===== config.mk =====
export PLATFORM = sky130hd
export DESIGN_NAME = dsm_dac_osr
export DESIGN_NICKNAME = d
export VERILOG_FILES = /design/src/rtl/dsm_dac_osr.sv
export SDC_FILE = /design/constraint.sdc
export NUM_CORES = 1
export LEC_CHECK = 0
export ABC_AREA = 0
export BUFFER_PORTS_ARGS = -buffer_cell sky130_fd_sc_hd__buf_2
export CORE_MARGIN = 5
export CORE_UTILIZATION = 40
export DETAILED_ROUTE_END_ITERATION = 6
export GPL_TIMING_DRIVEN = 0
export SETUP_SLACK_MARGIN = 0.05
export SLEW_MARGIN = 20
export SYNTH_ARGS = -nofsm -noshare
export SYNTH_HDL_FRONTEND = slang
export SYNTH_SLANG_ARGS = --single-unit

===== constraint.sdc =====
create_clock -name i_clk -period 4.71 [get_ports i_clk]
set_input_delay 0.942 -clock i_clk [delete_from_list [all_inputs] [get_ports i_clk]]
set_output_delay 0.942 -clock i_clk [all_outputs]
set_load 0.005 [all_outputs]

===== src/rtl/dsm_dac_osr.sv =====
// dsm_dac_osr: order-1/2 single-bit delta-sigma DAC with a one-entry sample buffer and OSR-step zero-order hold
// ports: i_clk/i_rst (async, active-high), i_en step enable, i_valid/i_data/o_ready sample handshake,
//        o_dac_bitstream modulator bit, o_sample_tick frame boundary, o_underrun empty buffer at boundary,
//        o_sat integrator clamp on the last step
module dsm_dac_osr #(
  parameter int DATA_WIDTH = 16,
  parameter int ORDER = 2,
  parameter int OSR = 64,
  parameter int ACC_WIDTH = DATA_WIDTH + 6,
  parameter int FEEDBACK_MAG = 1 << (DATA_WIDTH - 1)
) (
  input  logic                         i_clk,
  input  logic                         i_rst,
  input  logic                         i_en,
  input  logic                         i_valid,
  input  logic signed [DATA_WIDTH-1:0] i_data,
  output logic                         o_ready,
  output logic                         o_dac_bitstream,
  output logic                         o_sample_tick,
  output logic                         o_underrun,
  output logic                         o_sat
);
  localparam int AW = ACC_WIDTH > DATA_WIDTH + 3 ? ACC_WIDTH : DATA_WIDTH + 3;
  localparam int CW = OSR > 2 ? $clog2(OSR) : 1;
  typedef logic signed [AW+1:0] wide_t;
  localparam wide_t HI = (wide_t'(1) <<< (AW - 1)) - wide_t'(1);
  localparam wide_t LO = -(wide_t'(1) <<< (AW - 1));
  if (ORDER != 1 && ORDER != 2) begin : g_bad_order
    $fatal(1, "dsm_dac_osr: ORDER must be 1 or 2");
  end
  if (OSR < 2) begin : g_bad_osr
    $fatal(1, "dsm_dac_osr: OSR must be at least 2");
  end
  logic signed [AW-1:0] v1, v2, v1_n, v2_n;
  logic signed [DATA_WIDTH-1:0] x, buf_data;
  logic buf_valid, q, q_n, sat1, sat2, boundary;
  logic [CW-1:0] cnt;
  wide_t fb, s1, s2;
  assign o_ready = !buf_valid;
  assign o_dac_bitstream = q;
  assign boundary = cnt == CW'(OSR - 1);
  // sums are formed two bits wider than the integrators so clamping sees the true value
  always_comb begin
    fb = q ? wide_t'(FEEDBACK_MAG) : -wide_t'(FEEDBACK_MAG);
    s1 = wide_t'(v1) + wide_t'(x) - fb;
    s2 = wide_t'(v2) + wide_t'(v1) - (fb <<< 1);
    sat1 = s1 > HI || s1 < LO;
    sat2 = ORDER == 2 && (s2 > HI || s2 < LO);
    v1_n = s1 > HI ? HI[AW-1:0] : s1 < LO ? LO[AW-1:0] : s1[AW-1:0];
    v2_n = s2 > HI ? HI[AW-1:0] : s2 < LO ? LO[AW-1:0] : s2[AW-1:0];
    q_n = ORDER == 2 ? !v2_n[AW-1] : !v1_n[AW-1];
  end
  always_ff @(posedge i_clk or posedge i_rst) begin
    if (i_rst) begin
      v1 <= '0;
      x <= '0;
      buf_data <= '0;
      buf_valid <= 1'b0;
      cnt <= '0;
      q <= 1'b0;
      o_sample_tick <= 1'b0;
      o_underrun <= 1'b0;
      o_sat <= 1'b0;
    end else begin
      if (i_valid && !buf_valid) begin
        buf_data <= i_data;
        buf_valid <= 1'b1;
      end
      o_sample_tick <= i_en && boundary;
      o_underrun <= i_en && boundary && !buf_valid;
      o_sat <= i_en && (sat1 || sat2);
      if (i_en) begin
        v1 <= v1_n;
        q <= q_n;
        cnt <= boundary ? '0 : cnt + 1'b1;
        if (boundary && buf_valid) begin
          x <= buf_data;
          buf_valid <= 1'b0;
        end
      end
    end
  end
  if (ORDER == 2) begin : g_v2
    always_ff @(posedge i_clk or posedge i_rst) begin
      if (i_rst) v2 <= '0;
      else if (i_en) v2 <= v2_n;
    end
  end else begin : g_no_v2
    assign v2 = '0;
  end
endmodule

### Word level (Yosys, flattened, before mapping)

Cells that the tools add are included.
W data, S select, Z words.

* equal/unequal tests: 1
* add/sub/neg operators: 5
* mux-type cells: 9
* order comparisons: 4
* reduce and logical (&&, ||, !) cells: 11

Operators with widths (count)
* $mux W22: 4
* $gt A24 B22 Y1 const B: 2
* $lt A24 B22 Y1 const B: 2
* $sub A23 B24 Y24: 2
* $mux W24: 1
* $add A22 B16 Y23: 1
* $add A22 B22 Y23: 1
* $add A6 B1 Y6 const B: 1
* $eq A6 B6 Y1 const B: 1
* $mux W6: 1
* $logic_and A1 B1 Y1: 5
* $logic_or A1 B1 Y1: 3
* $mux W1: 3
* $logic_not A1 Y1: 2
* $reduce_and A2 Y1: 1

* bits of input ports: 20
* output and inout bits: 5
* flip-flop bits (word level): 87

### Logic depth before layout (Yosys ltp)

* word-level depth: 6
* depth in mapped cells: 16

### Least setup slack after synthesis

OpenSTA, ideal clock, no wires.

* path type: reg2reg
* from: reg q, in the netlist o_dac_bitstream
* to: reg v2[3]
* data required time: 4.565 ns
* cell stages (with the launch flop): 14
* setup slack: 1.043 ns
* library setup time: 0.145 ns
* period minus slack after synthesis: 3.667 ns
* arrival time: 3.522 ns
* cell sequence: dfrtp_1 inv_1 fa_1 inv_1 ha_1 and3_1 a211oi_1 o31ai_1 a21oi_2 xnor2_1 a211oi_4 nor3_4 buf_6 a22oi_1

* word-level cells in the longest chain between the ends: 5
* elaborated cells between the ends (all ways): 6

RTL lines
* start, declared: line 36 `logic buf_valid, q, q_n, sat1, sat2, boundary;`
* start signal, assigned: line 74 `q <= q_n;`
* $mux W24 (*): line 44 `fb = q ? wide_t'(FEEDBACK_MAG) : -wide_t'(FEEDBACK_MAG);`
* $sub A23 B24 Y24 (*): line 46 `s2 = wide_t'(v2) + wide_t'(v1) - (fb <<< 1);`
* $lt A24 B22 Y1: line 50 `v2_n = s2 > HI ? HI[AW-1:0] : s2 < LO ? LO[AW-1:0] : s2[AW-1:0];`
* $mux W22: line 50
* $mux W22 (*): line 50
* end signal, assigned: line 86 `else if (i_en) v2 <= v2_n;`
* end, declared: line 34 `logic signed [AW-1:0] v1, v2, v1_n, v2_n;`

Mark *: on every way between the ends. The rest lies on a longest branch, timed or not.
A chain may end at the register's enable or synchronous reset.

### Worst setup path in the final report

* from: reg q, in the netlist o_dac_bitstream
* to: reg v2[15]

The elaborated chain is that of the path after synthesis.

==> impl_metrics.json <==
{
  "status": "finished clean",
  "grt_pass1_wl_mm": 25.30,
  "slew_headroom_pct": 54.31,
  "clock_path_buffers": 2,
  "cts_sinks": 87,
  "r2r-start": "o_dac_bitstream",
  "routedWlPerCell_um": 14.87,
  "min-delay-start": "buf_data[4]",
  "clkTransAtPathRegs_ps": 70,
  "cts-resized-gates": 0,
  "die_area_sq_um": 19540,
  "setup_tns_ps": 0,
  "avgViaCountPerCell": 5.178,
  "clock-skew-final_ps": 6.965,
  "num_rows": 47,
  "area_delta_synth_final_pct": 10.56,
  "drt_wl_total_mm": 14.46,
  "max_freq_mhz": 238.3,
  "cpMostUsedCell": "inv_1",
  "worstPathArrival_ps": 4400,
  "hold_violations": 0,
  "r2r.worst_path.cells": 13,
  "cp_slowest_cell": "dfrtp_1",
  "dr.pass1.iters": 4,
  "grt_pass1_vias": 5172,
  "grt_remaining_overflow": 0,
  "synth-seq-cells": 87,
  "avgSynthCellArea_sq_um": 9.465,
  "syn_area_sq_um": 6739,
  "drc": 0,
  "netlist.area_leader.share_pct": 32.31,
  "async_reset_ff_share_pct": 100.0,
  "yosys_warnings": 0,
  "final_nets": 856,
  "crit_path_start_kind": "register",
  "htree_num_levels": 3,
  "io_pins": 25,
  "antenna_found_initial": 0,
  "drv_slew": 0,
  "grt_max_degree": 58,
  "rsz0062_at_grt": "false",
  "grt_usage_pct": 15.56,
  "worstPathRequired_ps": 4910,
  "io_buffers": 23,
  "hold_depth": 1,
  "critPathKind": "reg -> reg",
  "diodes": 0,
  "post-dp-hpwl_mm": 11.57,
  "hold_buffers": 0,
  "finalSetupViolCount": 0,
  "maxCapViolations": 0,
  "postCtsSetupRepairBufs": 0,
  "reg2reg_to": "v2[15]",
  "crit_path_end_kind": "register",
  "min_period_ps": 4197,
  "ant_nets": 0,
  "hold_end": "buf_data[4]",
  "ctsRootBufferMaster": "clkbuf_16",
  "cts_tree": "yes",
  "yosys-top-cells-area": "dfrtp_1, ha_1, inv_1",
  "cts_buffers": 9,
  "synth_nets": 821,
  "synth_cell_type_count": 67,
  "clk-insertion-delay-late_ps": 350,
  "initial_utilization_pct": 40.64,
  "chipWidth_um": 139.8,
  "hp-class": "reg -> reg",
  "core_sq_um": 16580,
  "layout-drive-gt1-share_pct": 13.96,
  "cp_cell_sequence": "inv_1 -> fa_1 -> inv_1 -> ha_1 -> and3_1 -> nand2_1 -> nor3_1 -> a21oi_2 -> xnor2_1 -> a211oi_4 -> nor3_4 -> buf_6 -> a22oi_1",
  "ys_seq_area_share_pct": 32.31,
  "multi_input_area_sq_um": 3964,
  "synth-edff-count": 0,
  "tightest_slew_ps": 685.4,
  "synth_top_area_cell": "dfrtp_1",
  "chipHeight_um": 139.8,
  "drtIter0Drc": 235,
  "register_area_sq_um": 2177,
  "ff2ff_setup_slack_ps": 510,
  "path_max_fanout": 11,
  "cp_slowest_stage_delay_ps": 790,
  "synthFlopType": "dfrtp_1",
  "fin_crit_sh_pct": 89.11,
  "gp_congestion": 0.8837,
  "synthCells": 712,
  "n_fill_cell": 1620,
  "num_vias": 5033
}
==> flip-flops by register name, indices dropped and copies added (netlist names) <==
| register | cells |
|---|---|
| o_underrun | 1 |
| o_sample_tick | 1 |
| v1 | 22 |
| buf_data | 16 |
| x | 16 |
| v2 | 22 |
| o_dac_bitstream | 1 |
| cnt | 6 |
| buf_valid | 1 |
| o_sat | 1 |
==> cells by family after synthesis <==
group | synth area share [%]
flops | 32.31
buf+inv | 8.875
xor+xnor | 5.069
simple gates | 9.822
mux | 5.979
compound gates | 20.20
fa+ha+maj | 17.75
==> per-layer routing <==
metal  vias up  GRT usage, %  wire, um
met1      2402         21.20      6998
li1       2549             -         -
met2        68         25.75      6906
met4         0         5.099       212
met3        14         1.921       338
met5         -             0         0
==> how the worst max path moves through the flow <==
stage,start,to,slack (ps),cells past startpoint
2_1_floorplan,o_dac_bitstream,v2[3],1040,13
3_3_place_gp,o_dac_bitstream,o_sat,500,14
3_5_place_dp,o_dac_bitstream,v2[15],480,13
4_1_cts,o_dac_bitstream,v2[15],440,13
5_1_grt,o_dac_bitstream,v2[5],70,13
6_report,o_dac_bitstream,v2[15],510,13
==> area by class of cell <==
| cell class | count | share of cell area (%) |
|---|---|---|
| plain buffers | 21 | 1.629 |
| flip-flops and latches | 87 | 29.22 |
| repair buffers | 24 | 1.914 |
| clock inverters | 6 | 0.7053 |
| well taps | 220 | 3.694 |
| multi-input cells | 477 | 53.20 |
| clock buffers | 10 | 3.207 |
| inverters | 127 | 6.432 |
==> Yosys cell counts, drive strengths merged (4+ instances only) <==
| cell type | instances |
|---|---|
| o21ai | 22 |
| fa | 11 |
| a31oi | 7 |
| dfrtp | 87 |
| xnor2 | 24 |
| inv | 126 |
| a31o | 4 |
| o21a | 6 |
| a21oi | 45 |
| o21bai | 4 |
| clkbuf | 13 |
| nor2 | 18 |
| nand4 | 7 |
| o22ai | 4 |
| a21o | 20 |
| a211oi | 8 |
| and3 | 8 |
| nor3 | 4 |
| xor2 | 15 |
| o211ai | 6 |
| a22oi | 29 |
| nand3 | 24 |
| ha | 78 |
| nand2 | 40 |
| nand2b | 11 |
| mux2 | 34 |
| o31ai | 6 |
| nor2b | 10 |
| buf | 8 |
==> per-stage QoR <==
step	hold slack, ps	setup slack (ps)	cell area [sq um]	utilization (%)	instances
after floorplan	458.7	1043	6739	-	712
after global placement	478.6	500.9	7129	42.99	955
after detailed placement	483.8	478.2	7159	43.17	956
after CTS	500.6	440.0	7451	44.93	972
after global routing	520.1	73.21	7451	44.93	972
final	500.4	512.8	7451	44.93	972
==> cell usage in the layout, fill, tap and decap left out, types with 5 or more instances in the layout <==
master,n
nand4_1,7
nand3_1,23
o31ai_1,5
a31oi_1,7
ha_1,78
a21oi_1,42
nor2_1,18
nand2b_1,11
o211ai_1,5
nor2b_1,10
clkbuf_16,9
dfrtp_1,87
inv_1,125
clkbuf_1,13
xor2_1,15
a21o_1,20
nand2_1,40
a211oi_1,5
buf_2,24
o21ai_0,17
fa_1,11
mux2_2,34
xnor2_1,24
o21a_1,6
and3_1,8
a22oi_1,28
==> critical path, delay by kind of cell, from the launching register on <==
family          cells  cell delay (ps)
fa+ha+maj           2              920
buf+inv             3              520
simple gates        4             1010
compound gates      3              390
xor+xnor            1              420
flops               1              790
Power is not shown: default switching activity piles up to over one toggle a cycle in this logic, so the estimate is an artifact.
